## src/rtl/frame_buf_bist.sv

```systemverilog
// Frame-buffer RAM self-test: writes a pattern over an address window, reads it back,
// and reports pass/fail, a saturating mismatch count and the first failing index.
//
// state    | meaning
// IDLE     | waiting for start
// WAIT_RDY | waiting for RAM calibration
// WRITE    | issuing write requests
// READ     | issuing read requests, checking returns
// DRAIN    | all reads issued, checking remaining returns
// DONE     | result held until the next start
module frame_buf_bist #(
  parameter int unsigned DATA_W      = 32,
  parameter int unsigned ADDR_W      = 29,
  parameter int unsigned NUM_WORDS   = 307200,
  parameter int unsigned BASE_ADDR   = 0,
  parameter int unsigned ADDR_STRIDE = 1,
  parameter logic [31:0] PATT        = 32'h00FFFFFF,
  parameter logic [31:0] CMP_MASK    = 32'h00FFFFFF,
  parameter int unsigned TIMEOUT     = 1024,
  parameter int unsigned ERR_CNT_W   = 16
) (
  input  logic                 clk,
  input  logic                 reset,
  input  logic                 start,
  input  logic [1:0]           mode,
  input  logic                 ram_rdy,
  input  logic                 avl_ready,
  output logic                 avl_write_req,
  output logic                 avl_read_req,
  output logic [ADDR_W-1:0]    avl_addr,
  output logic [DATA_W-1:0]    wr_data,
  input  logic [DATA_W-1:0]    rd_data,
  input  logic                 rd_data_valid,
  output logic                 busy,
  output logic                 pass,
  output logic                 fail,
  output logic [ERR_CNT_W-1:0] err_cnt,
  output logic [31:0]          first_err_idx
);

  localparam logic [31:0]        LAST_IDX = 32'(NUM_WORDS - 1);
  localparam logic [31:0]        N_WORDS  = 32'(NUM_WORDS);
  localparam int unsigned        WD_W     = $clog2(TIMEOUT + 1);
  localparam logic [WD_W-1:0]    WD_LOAD  = WD_W'(TIMEOUT - 1);
  localparam logic [DATA_W-1:0]  PATT_D   = DATA_W'(PATT);
  localparam logic [DATA_W-1:0]  MASK_D   = DATA_W'(CMP_MASK);
  localparam logic [ADDR_W-1:0]  BASE_A   = ADDR_W'(BASE_ADDR);
  localparam logic [ADDR_W-1:0]  STRIDE_A = ADDR_W'(ADDR_STRIDE);

  typedef enum logic [2:0] {
    IDLE, WAIT_RDY, WRITE, READ, DRAIN, DONE
  } state_t;

  state_t state, state_nxt;

  logic [1:0]           mode_q;
  logic [31:0]          wr_idx, rd_idx, chk_idx;
  logic [ADDR_W-1:0]    addr_q;
  logic [WD_W-1:0]      wd_cnt;
  logic [ERR_CNT_W-1:0] err_cnt_q;
  logic [31:0]          first_err_q;
  logic                 timeout_q, overrun_q;

  logic launch, wr_acc, rd_acc, checking, chk_live, mismatch, wd_expired, overrun_hit, done_ok;

  function automatic logic [DATA_W-1:0] pattern(input logic [1:0] m, input logic [31:0] i);
    logic [DATA_W-1:0] iv;
    iv = DATA_W'(i);
    case (m)
      2'd0:    pattern = PATT_D;
      2'd1:    pattern = iv;
      2'd2:    pattern = ~iv;
      default: pattern = i[0] ? ~PATT_D : PATT_D;
    endcase
  endfunction

  assign launch      = start && (state == IDLE || state == DONE);
  assign wr_acc      = (state == WRITE) && avl_ready;
  assign rd_acc      = (state == READ) && avl_ready;
  assign checking    = (state == READ) || (state == DRAIN);
  assign chk_live    = checking && rd_data_valid && (chk_idx < N_WORDS);
  assign mismatch    = |((rd_data ^ pattern(mode_q, chk_idx)) & MASK_D);
  assign wd_expired  = checking && !rd_data_valid && (wd_cnt == '0);
  // Returns in IDLE are leftovers from an aborted run and are ignored.
  assign overrun_hit = rd_data_valid &&
                       ((state == WAIT_RDY) || (state == WRITE) || (state == DONE) ||
                        (checking && chk_idx >= N_WORDS));
  assign done_ok     = !timeout_q && !overrun_q && (err_cnt_q == '0);

  always_ff @(posedge clk) begin
    if (reset) state <= IDLE;
    else       state <= state_nxt;
  end

  always_comb begin
    state_nxt     = state;
    avl_write_req = 1'b0;
    avl_read_req  = 1'b0;
    avl_addr      = '0;
    wr_data       = '0;
    busy          = 1'b0;
    pass          = 1'b0;
    fail          = 1'b0;
    case (state)
      IDLE: begin
        if (start) state_nxt = WAIT_RDY;
      end
      WAIT_RDY: begin
        busy = 1'b1;
        if (ram_rdy) state_nxt = WRITE;
      end
      WRITE: begin
        busy          = 1'b1;
        avl_write_req = 1'b1;
        avl_addr      = addr_q;
        wr_data       = pattern(mode_q, wr_idx);
        if (avl_ready && wr_idx == LAST_IDX) state_nxt = READ;
      end
      READ: begin
        busy         = 1'b1;
        avl_read_req = 1'b1;
        avl_addr     = addr_q;
        if (wd_expired)                           state_nxt = DONE;
        else if (avl_ready && rd_idx == LAST_IDX) state_nxt = DRAIN;
      end
      DRAIN: begin
        busy = 1'b1;
        if (chk_idx == N_WORDS || wd_expired) state_nxt = DONE;
      end
      DONE: begin
        pass = done_ok;
        fail = !done_ok;
        if (start) state_nxt = WAIT_RDY;
      end
      default: state_nxt = IDLE;
    endcase
  end

  always_ff @(posedge clk) begin
    if (reset) begin
      mode_q      <= '0;
      wr_idx      <= '0;
      rd_idx      <= '0;
      chk_idx     <= '0;
      addr_q      <= '0;
      wd_cnt      <= '0;
      err_cnt_q   <= '0;
      first_err_q <= '0;
      timeout_q   <= 1'b0;
      overrun_q   <= 1'b0;
    end else begin
      if (launch) begin
        mode_q      <= mode;
        wr_idx      <= '0;
        rd_idx      <= '0;
        chk_idx     <= '0;
        addr_q      <= BASE_A;
        err_cnt_q   <= '0;
        first_err_q <= '0;
        timeout_q   <= 1'b0;
      end
      if (wr_acc) begin
        wr_idx <= wr_idx + 32'd1;
        if (wr_idx == LAST_IDX) begin
          addr_q <= BASE_A;
          wd_cnt <= WD_LOAD;
        end else begin
          addr_q <= addr_q + STRIDE_A;
        end
      end
      if (rd_acc) begin
        rd_idx <= rd_idx + 32'd1;
        addr_q <= addr_q + STRIDE_A;
      end
      if (chk_live) begin
        chk_idx <= chk_idx + 32'd1;
        if (mismatch) begin
          if (err_cnt_q != '1) err_cnt_q <= err_cnt_q + ERR_CNT_W'(1);
          if (err_cnt_q == '0) first_err_q <= chk_idx;
        end
      end
      // Watchdog: down-counter reloaded by every return while checking.
      if (checking) begin
        if (rd_data_valid)        wd_cnt <= WD_LOAD;
        else if (wd_cnt != '0)    wd_cnt <= wd_cnt - WD_W'(1);
      end
      if (wd_expired) timeout_q <= 1'b1;
      if (launch)           overrun_q <= 1'b0;
      else if (overrun_hit) overrun_q <= 1'b1;
    end
  end

  assign err_cnt       = err_cnt_q;
  assign first_err_idx = first_err_q;

endmodule

```

## config.mk

```make
export PLATFORM = sky130hd
export DESIGN_NAME = frame_buf_bist
export DESIGN_NICKNAME = d
export VERILOG_FILES = /design/src/rtl/frame_buf_bist.sv
export SDC_FILE = /design/constraint.sdc
export NUM_CORES = 1
export LEC_CHECK = 0
export CORE_MARGIN = 4
export CORE_UTILIZATION = 56
export DETAILED_ROUTE_END_ITERATION = 8
export PLACE_DENSITY = 0.86
export SYNTH_ARGS = -nofsm -noshare
export SYNTH_HDL_FRONTEND = slang
export SYNTH_SLANG_ARGS = --single-unit
```

## constraint.sdc

```tcl
create_clock -name clk -period 3.23 [get_ports clk]
set_input_delay 0.4845 -clock clk [delete_from_list [all_inputs] [get_ports clk]]
set_output_delay 0.4845 -clock clk [all_outputs]
set_load 0.01 [all_outputs]
```

Word level (Yosys, flattened, before mapping)
Index checks and enable logic that the tools add are counted.
{"block": "totals", "regBits": 191, "latch_bits": 0, "mem_bits_rw": 0, "romBits": 0, "inputBits": 40, "output_inout_bits": 114, "word_cells": 118, "memories": 0}
{"block": "op_classes", "add_sub_neg": 6, "n_mul": 0, "div": 0, "n_lt_le_gt_ge": 2, "n_eq_ne": 16, "shifts": 0, "n_mux": 41, "bitwise": 3, "reduce_logical": 39}
{"operator": "two-way mux 32 bit", "n": 10}
{"operator": "two-way mux 29 bit", "n": 5}
{"operator": "adder 32 x 1 -> 32 bit, second input constant", "n": 3}
{"operator": "== test 32 x 19 -> 1 bit, second input constant", "n": 3}
{"operator": "case mux 32 bit (3 select lines)", "n": 1}
{"operator": "case mux 24 bit (3 select lines)", "n": 1}
{"operator": "two-way mux 16 bit", "n": 4}
{"operator": "two-way mux 11 bit", "n": 5}
{"operator": ">= comparator 32 x 19 -> 1 bit, second input constant", "n": 1}
{"operator": "< comparator 32 x 19 -> 1 bit, second input constant", "n": 1}
{"operator": "NOT 32 bit", "n": 1}
{"operator": "adder 29 x 1 -> 29 bit, second input constant", "n": 1}
{"operator": "two-way mux 24 bit", "n": 1}
{"operator": "NOT 24 bit", "n": 1}
{"operator": "OR reduction 24 bit", "n": 1}
{"operator": "XOR 24 bit", "n": 1}
{"operator": "two-way mux 3 bit", "n": 6}
{"operator": "adder 16 x 1 -> 16 bit, second input constant", "n": 1}
{"operator": "logical NOT 16 bit", "n": 1}
{"operator": "!= test 16 bit, second input constant", "n": 1}
{"operator": "case mux 3 bit (5 select lines)", "n": 1}
{"operator": "logical AND 1 bit", "n": 13}
{"operator": "logical NOT 11 bit", "n": 1}
{"operator": "nonzero test 11 bit", "n": 1}
{"operator": "19 further kinds", "n": 42}

Logic depth before layout (Yosys ltp)
{"block": "depth", "depth_word": 7, "depth_mapped": 12, "depth_no_buf": 9}

Worst setup path before layout
No wires, ideal clock.
{"block": "synth_path", "path_type": "register to register", "start": "register chk_idx[14]", "end": "register err_cnt_q[3], in the netlist err_cnt[3]", "setup_time_ns": 0.075, "arrival_time_ns": 2.469, "t_required_ns": 3.155, "path_slack_ns": 0.686, "path_stages_with_launch": 11, "path_buffers": 3, "period_less_slack_ns": 2.544, "cell_sequence": "dfxtp_1 clkbuf_1 mux2_2 and3_1 nor4_1 nand4_1 or4_1 buf_2 a21o_1 buf_6 o22ai_1"}
{"block": "synth_between", "elab_chain_len": 6, "word_cells_on_any_way": 8, "cone_classes": "1 x order compare; 3 x mux; 2 x bitwise; 2 x reduce/logical"}
{"item": "start, declared", "line": "57", "text": "logic [31:0] wr_idx, rd_idx, chk_idx;"}
{"item": "start signal, assigned", "line": "176", "text": "chk_idx <= chk_idx + 32'd1;"}
{"item": "parallel branches: the longest is 5 deep, another holds < comparator 32 x 19 -> 1 bit"}
{"item": "two-way mux 16 bit *", "line": "175", "text": "if (chk_live) begin"}
{"item": "end signal, assigned", "line": "178", "text": "if (err_cnt_q != '1) err_cnt_q <= err_cnt_q + ERR_CNT_W'(1);"}
{"item": "end, declared", "line": "60", "text": "logic [ERR_CNT_W-1:0] err_cnt_q;"}
Mark *: on every way between the ends.
A chain may end at the register's enable or synchronous reset.

Worst setup path in the final report
{"block": "layout_path", "start": "register mode_q[0]", "end": "output wr_data[9]"}
{"block": "layout_between", "elab_chain_len": 3, "word_cells_on_any_way": 5, "cone_classes": "2 x eq/ne; 2 x mux; 1 x reduce/logical"}
{"item": "start, declared", "line": "56", "text": "logic [1:0] mode_q;"}
{"item": "start signal, assigned", "line": "153", "text": "mode_q <= mode;"}
{"item": "== test 2 bit (tied with other cells)", "line": "69", "text": "case (m)"}
{"item": "case mux 32 bit (3 select lines) *", "line": "69"}
{"item": "two-way mux 32 bit *", "line": "104", "text": "case (state)"}
{"item": "end, declared", "line": "31", "text": "output logic [DATA_W-1:0] wr_data,"}
Mark *: on every way between the ends. The rest lies on a longest branch, timed or not.

==> results.yml <==
die:
  io_pins: 154
  die_x_um: 147
  rows: 50
  fp.dieH_um: 147
  core_area_mm2: 0.0188
  die_area_mm2: 0.0216
  start_util_pct: 57.5
global_route:
  antenna_found_initial: 0
  grt.total_usage_pct: 26.0
  overflow: 0
  grt_pass1_wl_um: 47800
  grt_max_degree: 60
  grt_pass1_vias: 9799
sta:
  worst_pin_slew_ps: 791
  slew_headroom_pct: 46.5
  rsz0062_at_grt: "false"
  fin_setup_tns_ps: 0
  setup_ws_ps: 181
  fmax_mhz: 328
  period_share_pct: 94.4
  finalClockSkew_ps: 10.0
  hold_violations: 0
  final_max_slew_viol_count: 0
  min_period_ps: 3050
  setup_viol: 0
outcome:
  status: "finished, final reports clean"
route:
  wl_um: 29100
  avgRoutedWirePerCell_um: 16.2
  ant_nets: 0
  drc_errors: 0
  drtIter0Drc: 900
  via_per_inst: 6.05
  vias: 10900
  dr.pass1.iters: 6
layout:
  final_nets: 1572
  fin_cells: 1797
  n_fill_cell: 1473
  seq_area_mm2: 0.00383
  antennaDiodeCount: 0
  area_delta_synth_final_pct: 22.5
  drive_gt1_share_pct: 8.46
  multiInputGateArea_mm2: 0.00645
clocking:
  cts.sinks: 191
  clk_latency_ps: 430
  numCtsBuffers: 17
  clkTransAtPathRegs_ps: 70
  cts_max_level: 4
  clock_path_buffers: 2
  cts_tree: "yes"
  cts-root-buf: "clkbuf_16"
synthesis:
  synth_area_per_cell_um2: 7.68
  async_reset_ff_share_pct: 0
  synth_area_leaders: "dfxtp_1 (35%), nor2_1 (5.5%), a21oi_1 (5.0%), nand3_1 (4.3%), nand2_1 (4.1%)"
  yosys_register_bits: 191
  synth_nets: 1457
  synth_edf_count: 0
  ys_warn_count: 0
  seq_area_frac_synth_pct: 35.3
  ys.flop_type: "dfxtp_1"
  synth.cell_area_mm2: 0.0108
  yosysUniqueCellTypes: 62
  yosys.area.top_type: "dfxtp_1"
  synthCells: 1409
  synth_top_area_share_pct: 35.3
setup_path:
  cp-start-kind: "register"
  crit_required_ps: 2750
  arrival_ps: 2560
  cp-end-kind: "primary output"
  crit_fanout: 57
  regToRegSetupSlack_ps: 230
  reg2reg_to: "err_cnt[7]"
  worstSetupPathType: "register to primary output"
  timing.rr.start: "mode_q[1]"
  ff2ff_path_depth: 8
hold_path:
  whs_path_depth: 2
  hold_start: "overrun_q"
  min_path_type: "register to register"
  hold_path_end: "overrun_q"
power_and_ir_drop:
  power_density_mw_per_mm2: 510
  vdd_drop_max_uv: 524
  leakage_uw: 0.00468
place:
  port_buffers: 145
  place_ws_ps: 141
  gp_congestion: 0.913
  placed_cells: 1765
  dpl.hpwl_um: 19900
run:
  drv_cap: 0
[critical path: stages (launching register included)]
cell and delay (ps):
dfxtp_2 400, buf_4 220, buf_8 210, nand3_1 110, nand2_1 60, buf_4 210, a221oi_1 290, clkdlybuf4s50_1 610
[metrics by stage]
step / hold slack [ps] / util (%) / instance area (um^2) / total power (uW)
CTS: 479 / 70.3 / 13200 / 6740
floorplan: 437 / - / 10800 / 3770
global route: 487 / 70.4 / 13300 / 7070
global placement: 452 / 66.9 / 12600 / 4430
detailed placement: 464 / 66.9 / 12600 / 4470
finish: 478 / 70.4 / 13300 / 6760
[cells in the mapped netlist (7+ instances only)]
cell type / count
nand2_1: 118
a311oi_1: 9
and4_1: 15
o21ai_0: 42
and2_1: 41
nand4_1: 30
nand2b_1: 8
a21o_1: 24
ha_1: 8
or2_2: 12
dfxtp_1: 191
a22oi_1: 8
clkbuf_1: 72
or3_1: 34
xnor2_1: 17
mux2i_1: 22
o2111ai_1: 8
xor2_1: 20
buf_1: 12
nand3b_1: 7
a211oi_1: 13
a31oi_1: 8
o211ai_1: 14
buf_2: 15
inv_1: 36
o21ai_1: 8
nand3_1: 94
nor4_1: 21
mux2_2: 26
nor2_1: 158
nor3_1: 25
a221oi_1: 23
o21a_1: 12
a21oi_1: 108
or4_1: 8
nor2b_1: 26
and3_1: 63
[registers in the layout, indices dropped and copies added (netlist names)]
register,count
mode_q,2
timeout_q,1
overrun_q,1
first_err_idx,32
chk_idx,32
err_cnt,16
state,3
rd_idx,32
wr_idx,32
wd_cnt,11
addr_q,29
[layout make-up]
cell class	count	area share, %
clock buffers	20	3.44
multi-input cells	1080	48.7
well taps	260	2.45
clock inverters	12	1.38
inverters	36	1.02
flip-flops and latches	191	28.9
repair buffers	198	14.2
[cell usage in the layout (no fill, tap or decap), types with 25 or more instances in the layout]
master | Yosys | layout
nand2_1 | 118 | 118
or3_1 | 34 | 34
clkdlybuf4s50_1 | 0 | 144
mux2_2 | 26 | 26
nor2_1 | 158 | 158
o21ai_0 | 42 | 41
a21oi_1 | 108 | 108
and3_1 | 63 | 63
nor2b_1 | 26 | 26
buf_4 | 0 | 51
nor3_1 | 25 | 25
nand4_1 | 30 | 30
and2_1 | 41 | 41
inv_1 | 36 | 36
dfxtp_1 | 191 | 187
nand3_1 | 94 | 94
[routing by layer]
metal  track usage [%]  up-vias  wire (um)
li1                  -     5298          -
met2              43.2      381      13900
met5                 0        -          0
met3              5.27       59       1840
met4              9.65        0        876
met1              33.6     5138      12500
[power breakdown]
| part | internal [uW] | leakage (uW) | switching, uW | total (uW) |
|---|---|---|---|---|
| Combinational | 778 | 0.00284 | 1180 | 1960 |
| Sequential | 2410 | 0.00154 | 105 | 2520 |
| Clock | 1340 | 0.000303 | 945 | 2290 |
| Total | 4530 | 0.00468 | 2230 | 6760 |
[timing repair]
action / CTS / global route
hold buffers: 0 / 0
resized for setup: 2 / 7
cloned: 0 / 0
endpoints found under the setup margin: 4 / 26
buffers inserted: 0 / 0
[worst max path at each step]
stage | start | end | slack (ps)
3_3_place_gp | rd_data[11] | err_cnt[2] | 160
2_1_floorplan | chk_idx[14] | err_cnt[3] | 690
6_report | mode_q[0] | wr_data[9] | 180
4_1_cts | mode_q[0] | wr_data[9] | 130
5_1_grt | mode_q[0] | err_cnt[2] | 20
3_5_place_dp | rd_data[11] | err_cnt[7] | 140
[kinds of logic after synthesis]
kind of cell             count (synthesis)  synth area share (%)
adder cells (fa/ha/maj)                  8                 0.925
AND/OR/NAND/NOR                        682                  32.7
multiplexers                            48                  4.74
AO/OA/AOI/OAI                          305                  18.2
flip-flops                             191                  35.3
XOR/XNOR                                37                  2.99
buffers and inverters                  138                  5.11
(Power assumes the default switching activity.)
